$ cat config.mk
export PLATFORM = sky130hd
export DESIGN_NAME = shiftreg_load_ctrl
export DESIGN_NICKNAME = d
export VERILOG_FILES = /design/src/rtl/shiftreg_load_ctrl.sv
export SDC_FILE = /design/constraint.sdc
export NUM_CORES = 1
export LEC_CHECK = 0
export CORE_MARGIN = 3
export CORE_UTILIZATION = 52
export DETAILED_ROUTE_END_ITERATION = 12
export HOLD_SLACK_MARGIN = 0.1
export PLACE_DENSITY = 0.88
export SYNTH_ARGS = -nofsm -noshare
export SYNTH_HDL_FRONTEND = slang
export SYNTH_SLANG_ARGS = --single-unit
$ cat constraint.sdc
create_clock -name clk -period 4.1 [get_ports clk]
set_input_delay 0.41 -clock clk [delete_from_list [all_inputs] [get_ports clk]]
set_output_delay 0.41 -clock clk [all_outputs]
set_load 0.02 [all_outputs]
$ cat src/rtl/shiftreg_load_ctrl.sv
`default_nettype none
// ============================================================================
// Module  : shiftreg_load_ctrl
// Purpose : Arbitrates requesters onto one parallel-load shift register and
//           enforces the serial shift window between loads.
//           Define SHREG_CTRL_RR_EN for round-robin; otherwise fixed priority.
// Revision: 1.0 - initial release
// ============================================================================
module shiftreg_load_ctrl #(
    parameter int NUM_REQ      = 4,
    parameter int DATA_W       = 4,
    parameter int SHIFT_CYCLES = 4
) (
    input  logic                        clk,
    input  logic                        reset,
    input  logic [NUM_REQ-1:0]          req_valid,
    input  logic [NUM_REQ*DATA_W-1:0]   req_data,
    output logic [NUM_REQ-1:0]          req_ready,
    output logic                        load,
    output logic [DATA_W-1:0]           parallel_data_in,
    output logic                        busy,
    output logic [$clog2(NUM_REQ)-1:0]  grant_id,
    output logic                        done,
    output logic [$clog2(NUM_REQ)-1:0]  done_id
);

    localparam int GW = $clog2(NUM_REQ);

    typedef enum logic [1:0] {
        S_IDLE  = 2'd0,
        S_LOAD  = 2'd1,
        S_SHIFT = 2'd2
    } state_t;

    state_t            state_q, state_d;
    logic [7:0]        cnt_q, cnt_d;
    logic [DATA_W-1:0] pdata_q, pdata_d;
    logic [GW-1:0]     grant_q, grant_d;
    logic [GW-1:0]     done_id_q;
    logic              load_q, busy_q, done_q;
    logic [GW-1:0]     w_win;
    logic              w_found;
    logic              w_accept;

`ifdef SHREG_CTRL_RR_EN
    logic [GW-1:0]     last_q, last_d;

    // Search begins one past the last winner so every requester gets a turn.
    always_comb begin
        int idx;
        idx     = 0;
        w_win   = '0;
        w_found = 1'b0;
        for (int i = 0; i < NUM_REQ; i++) begin
            idx = (int'(last_q) + 1 + i) % NUM_REQ;
            if (!w_found && req_valid[idx]) begin
                w_win   = GW'(idx);
                w_found = 1'b1;
            end
        end
    end
`else
    always_comb begin
        w_win   = '0;
        w_found = 1'b0;
        for (int i = 0; i < NUM_REQ; i++) begin
            if (!w_found && req_valid[i]) begin
                w_win   = GW'(i);
                w_found = 1'b1;
            end
        end
    end
`endif

    assign w_accept = reset && (state_q == S_IDLE) && w_found;

    always_comb begin
        req_ready = '0;
        if (w_accept) begin
            req_ready[w_win] = 1'b1;
        end
    end

    always_comb begin
        state_d = state_q;
        cnt_d   = cnt_q;
        pdata_d = pdata_q;
        grant_d = grant_q;
`ifdef SHREG_CTRL_RR_EN
        last_d  = last_q;
`endif
        case (state_q)
            S_IDLE: begin
                if (w_found) begin
                    state_d = S_LOAD;
                    pdata_d = req_data[int'(w_win)*DATA_W +: DATA_W];
                    grant_d = w_win;
`ifdef SHREG_CTRL_RR_EN
                    last_d  = w_win;
`endif
                end
            end
            S_LOAD: begin
                state_d = S_SHIFT;
                cnt_d   = 8'(SHIFT_CYCLES - 1);
            end
            S_SHIFT: begin
                if (cnt_q != 8'd0) begin
                    cnt_d = cnt_q - 8'd1;
                end else begin
                    state_d = S_IDLE;
                end
            end
            default: state_d = S_IDLE;
        endcase
    end

    // Output flops are driven from next-state so they line up with the state.
    always_ff @(posedge clk or negedge reset) begin
        if (!reset) begin
            state_q   <= S_IDLE;
            cnt_q     <= 8'd0;
            pdata_q   <= '0;
            grant_q   <= '0;
            done_id_q <= '0;
            load_q    <= 1'b0;
            busy_q    <= 1'b0;
            done_q    <= 1'b0;
`ifdef SHREG_CTRL_RR_EN
            last_q    <= GW'(NUM_REQ - 1);
`endif
        end else begin
            state_q <= state_d;
            cnt_q   <= cnt_d;
            pdata_q <= pdata_d;
            grant_q <= grant_d;
            load_q  <= (state_d == S_LOAD);
            busy_q  <= (state_d != S_IDLE);
            done_q  <= (state_d == S_SHIFT) && (cnt_d == 8'd0);
            if ((state_d == S_SHIFT) && (cnt_d == 8'd0)) begin
                done_id_q <= grant_d;
            end
`ifdef SHREG_CTRL_RR_EN
            last_q  <= last_d;
`endif
        end
    end

    assign load             = load_q;
    assign parallel_data_in = pdata_q;
    assign busy             = busy_q;
    assign grant_id         = grant_q;
    assign done             = done_q;
    assign done_id          = done_id_q;

endmodule
`default_nettype wire

==> run_summary.xml <==
<?xml version="1.0" encoding="UTF-8"?>
<metrics>
  <group name="cts">
    <metric name="clock_tree_from_tritoncts" unit="">done</metric>
    <metric name="cts.htree.levels" unit="">1</metric>
    <metric name="post_cts.resized_instances" unit="">0</metric>
    <metric name="clock_tree_root" unit="">sky130_fd_sc_hd__clkbuf_4</metric>
    <metric name="cts_clock_pin_slew_for_the_worst_setup_and_hold_paths" unit="ps">110</metric>
    <metric name="cts.sinks" unit="">21</metric>
    <metric name="cts_buffer_depth" unit="">2</metric>
    <metric name="number_of_buffers_created_by_cts" unit="">3</metric>
    <metric name="post_cts_hold_buffer_count" unit="">0</metric>
    <metric name="clock_insertion_delay_worst_skew" unit="ps">290</metric>
    <metric name="setup_fix_buffers_added_after_clock_tree_synthesis" unit="">0</metric>
  </group>
  <group name="sta">
    <metric name="max_slew.worst_pin.slew" unit="ps">728</metric>
    <metric name="slew_violations" unit="">0</metric>
    <metric name="timing.max_slew.rel_slack" unit="%">51.1</metric>
    <metric name="min_period_over_period" unit="%">67.4</metric>
    <metric name="clock_skew" unit="ps">4.64</metric>
    <metric name="totalNegativeSetupSlack" unit="ps">0</metric>
    <metric name="final_hold_viol_count" unit="">0</metric>
    <metric name="post-route-min-period" unit="ps">2760</metric>
    <metric name="rsz0062_at_grt" unit="">no</metric>
    <metric name="clock.fmax" unit="MHz">362</metric>
    <metric name="timing.final.setup_violations" unit="">0</metric>
  </group>
  <group name="logic_synthesis">
    <metric name="postSynthNetCount" unit="">155</metric>
    <metric name="synth_top_cell_by_area" unit="">sky130_fd_sc_hd__dfrtp_1</metric>
    <metric name="synth_top_family_by_area" unit="">simple AND/OR/NAND/NOR gates</metric>
    <metric name="post_synthesis_sequential_area_ratio" unit="%">38.2</metric>
    <metric name="synth_xor_area_share" unit="%">1.27</metric>
    <metric name="synth-async-reset-ratio" unit="%">100</metric>
    <metric name="syn-cell-area" unit="um2">1380</metric>
    <metric name="post_synth_inst_count" unit="">127</metric>
    <metric name="synthesis.yosys.warnings" unit="">0</metric>
    <metric name="synth-seq-cells" unit="">21</metric>
    <metric name="synth_enable_flop_cells" unit="">0</metric>
    <metric name="synth_common_cells" unit="">sky130_fd_sc_hd__dfrtp_1, sky130_fd_sc_hd__nand2_1, sky130_fd_sc_hd__o21ai_0</metric>
    <metric name="simple_gate_fraction_of_synth_area" unit="%">20.0</metric>
    <metric name="postSynthAreaPerCell" unit="um2">10.8</metric>
    <metric name="synth_top_cell_area_share" unit="%">38.2</metric>
    <metric name="ys_top_cells_by_area" unit="">sky130_fd_sc_hd__dfrtp_1, sky130_fd_sc_hd__mux4_2, sky130_fd_sc_hd__ha_1, sky130_fd_sc_hd__mux2_2, sky130_fd_sc_hd__o21ai_0</metric>
    <metric name="yosys_most_used_dff" unit="">sky130_fd_sc_hd__dfrtp_1</metric>
    <metric name="synthMuxAreaShare" unit="%">14.0</metric>
    <metric name="distinct_cell_type_count_after_synthesis" unit="">47</metric>
    <metric name="post-synth-top-count-cell" unit="">sky130_fd_sc_hd__dfrtp_1</metric>
    <metric name="synth_adder_area_share" unit="%">5.45</metric>
    <metric name="share_of_the_synthesized_area_in_compound_gates_ao_oa_aoi_oai" unit="%">16.8</metric>
  </group>
  <group name="floorplan">
    <metric name="die_height" unit="um">57.4</metric>
    <metric name="initial_core_util" unit="%">55.1</metric>
    <metric name="fp.dieArea" unit="um2">3300</metric>
    <metric name="design.core.area" unit="um2">2500</metric>
    <metric name="die_width" unit="um">57.4</metric>
    <metric name="placement_rows" unit="">18</metric>
    <metric name="io_pins" unit="">37</metric>
  </group>
  <group name="place">
    <metric name="cell_count_after_placement" unit="">188</metric>
    <metric name="port-buffer-count" unit="">36</metric>
    <metric name="gp_congestion" unit="">0.783</metric>
    <metric name="detailedPlacementHpwl" unit="mm">2.43</metric>
  </group>
  <group name="critical_path">
    <metric name="ff2ff_setup_slack" unit="ps">1340</metric>
    <metric name="crit_arrival" unit="ps">2950</metric>
    <metric name="critical_path.startpoint_type" unit="">flip-flop</metric>
    <metric name="crit_path_cell_trace" unit="">inv_1 -&gt; ha_1 -&gt; nand2_1 -&gt; mux2_4 -&gt; o31ai_1 -&gt; a32oi_1 -&gt; nor4_4 -&gt; mux2_2</metric>
    <metric name="worstSetupPathType" unit="">flip-flop to flip-flop</metric>
    <metric name="cp_slowest_cell" unit="">sky130_fd_sc_hd__ha_1</metric>
    <metric name="reg2reg_depth" unit="">8</metric>
    <metric name="timing.critical_path.slowest_cell_delay" unit="ps">660</metric>
    <metric name="critical_path.max_fanout" unit="">18</metric>
    <metric name="worst_ep_required_time" unit="ps">4280</metric>
    <metric name="critical_path.endpoint_type" unit="">flip-flop</metric>
  </group>
  <group name="final_layout">
    <metric name="num-nets-final" unit="">191</metric>
    <metric name="final_cell_count_no_fill" unit="">192</metric>
    <metric name="end_of_flow_core_utilization" unit="%">70.9</metric>
    <metric name="antenna-diode-count" unit="">0</metric>
    <metric name="drive_gt1_share" unit="%">17.9</metric>
    <metric name="syn2layout_area_growth" unit="%">28.7</metric>
  </group>
  <group name="route">
    <metric name="post_detailed_route_via_to_cell_ratio" unit="">6.05</metric>
    <metric name="drt_wl_total" unit="mm">3.11</metric>
    <metric name="vias" unit="">1162</metric>
    <metric name="routed_wire_length_per_instance" unit="um">16.2</metric>
    <metric name="detail-route-antenna-nets" unit="">0</metric>
    <metric name="detail_route.drc_violations" unit="">0</metric>
    <metric name="firstDrtPassIters" unit="">4</metric>
    <metric name="detail_route.iter0.violations" unit="">65</metric>
  </group>
  <group name="pwr">
    <metric name="peakVddDrop" unit="mV">0.592</metric>
    <metric name="fin_total_pwr" unit="mW">1.35</metric>
    <metric name="static-leakage-power" unit="nW">0.725</metric>
    <metric name="power_density" unit="nW/um2">760</metric>
  </group>
  <group name="job">
    <metric name="drv.max_cap_violation_count" unit="">0</metric>
  </group>
  <group name="status">
    <metric name="status" unit="">complete, no violations</metric>
  </group>
  <group name="global_routing">
    <metric name="grt_pass1_vias" unit="">1195</metric>
    <metric name="number_of_antenna_violations_at_the_first_check_in_global_routing" unit="">0</metric>
    <metric name="track_usage" unit="%">20.7</metric>
    <metric name="grt_max_degree" unit="">24</metric>
    <metric name="globalRoute.totalOverflow" unit="">0</metric>
    <metric name="wire_length_of_the_first_global_routing_pass" unit="mm">5.37</metric>
  </group>
  <group name="hold_path">
    <metric name="hold_path.class" unit="">primary input to asynchronous set/reset pin</metric>
  </group>
</metrics>
-- per-stage QoR --
stage	hold slack [ps]	setup WS, ps	instance area (um2)
floorplan	114	1760	1380
finish	463	1340	1770
CTS	468	1330	1770
global route	487	1150	1770
global placement	492	1450	1750
detailed placement	501	1350	1750
-- final timing paths --
kind	to	startpoint
min reg2reg	parallel_data_in[0]$_DFFE_PN0P_	parallel_data_in[0]$_DFFE_PN0P_
max	done_id[0]$_DFFE_PN0P_	state_q[1]$_DFF_PN0_
min	grant_id[1]$_DFF_PN0_	reset
min in group clk	parallel_data_in[0]$_DFFE_PN0P_	parallel_data_in[0]$_DFFE_PN0P_
max reg2reg	done_id[0]$_DFFE_PN0P_	state_q[1]$_DFF_PN0_
max in group asynchronous	cnt_q[6]$_DFF_PN0_	reset
-- sequential cells by signal, indices dropped and copies added, names as in the netlist --
name / count
done_id: 2
cnt_q: 8
grant_id: 2
parallel_data_in: 4
busy: 1
state_q: 2
load: 1
done: 1
-- worst max-delay path, delay by kind of cell, from the launching register on --
| family | cells | cell delay (ps) |
|---|---|---|
| AND/OR/NAND/NOR | 2 | 460 |
| multiplexers | 2 | 650 |
| buffers and inverters | 1 | 80 |
| adder cells (fa/ha/maj) | 1 | 660 |
| flip-flops | 1 | 420 |
| AO/OA/AOI/OAI | 2 | 390 |
-- layout by cell type, fill, tap and decap left out, types with 4 or more instances in the layout --
cell type / n
sky130_fd_sc_hd__dfrtp_1: 21
sky130_fd_sc_hd__mux2_2: 6
sky130_fd_sc_hd__nor2_1: 6
sky130_fd_sc_hd__ha_1: 6
sky130_fd_sc_hd__mux4_2: 4
sky130_fd_sc_hd__inv_1: 6
sky130_fd_sc_hd__nand4_1: 4
sky130_fd_sc_hd__nand2_1: 10
sky130_fd_sc_hd__nand3_1: 4
sky130_fd_sc_hd__o21ai_0: 10
sky130_fd_sc_hd__a21oi_1: 4
sky130_fd_sc_hd__clkdlybuf4s50_1: 36
-- cells by family (layout without fill, tap and decap cells) --
family | after synthesis | in the layout
adder cells (fa/ha/maj) | 6 | 6
AO/OA/AOI/OAI | 29 | 29
buffers and inverters | 12 | 47
flip-flops | 21 | 21
AND/OR/NAND/NOR | 44 | 44
XOR/XNOR | 2 | 2
multiplexers | 13 | 13
-- where the power goes --
| group | switching [mW] | internal (mW) |
|---|---|---|
| Clock | 0.0564 | 0.0378 |
| Sequential | 0.0769 | 0.292 |
| Combinational | 0.489 | 0.394 |
-- layer usage --
layer  GRT usage, %  vias to the layer above  wire length (um)
met5              0                        -                 0
met3           5.20                        4               283
met4           5.63                        0                36
met1           25.8                      546              1250
li1               -                      551                 -
met2           35.3                       61              1540
-- final cells by class --
type | instances | area [um2]
multi-input combinational | 94 | 792
clock buffer | 4 | 26.3
inverter | 6 | 22.5
fill | 170 | 728
tap | 30 | 37.5
sequential | 21 | 526
timing repair buffer | 37 | 368
Note: power is estimated with default switching activity, not from simulation.
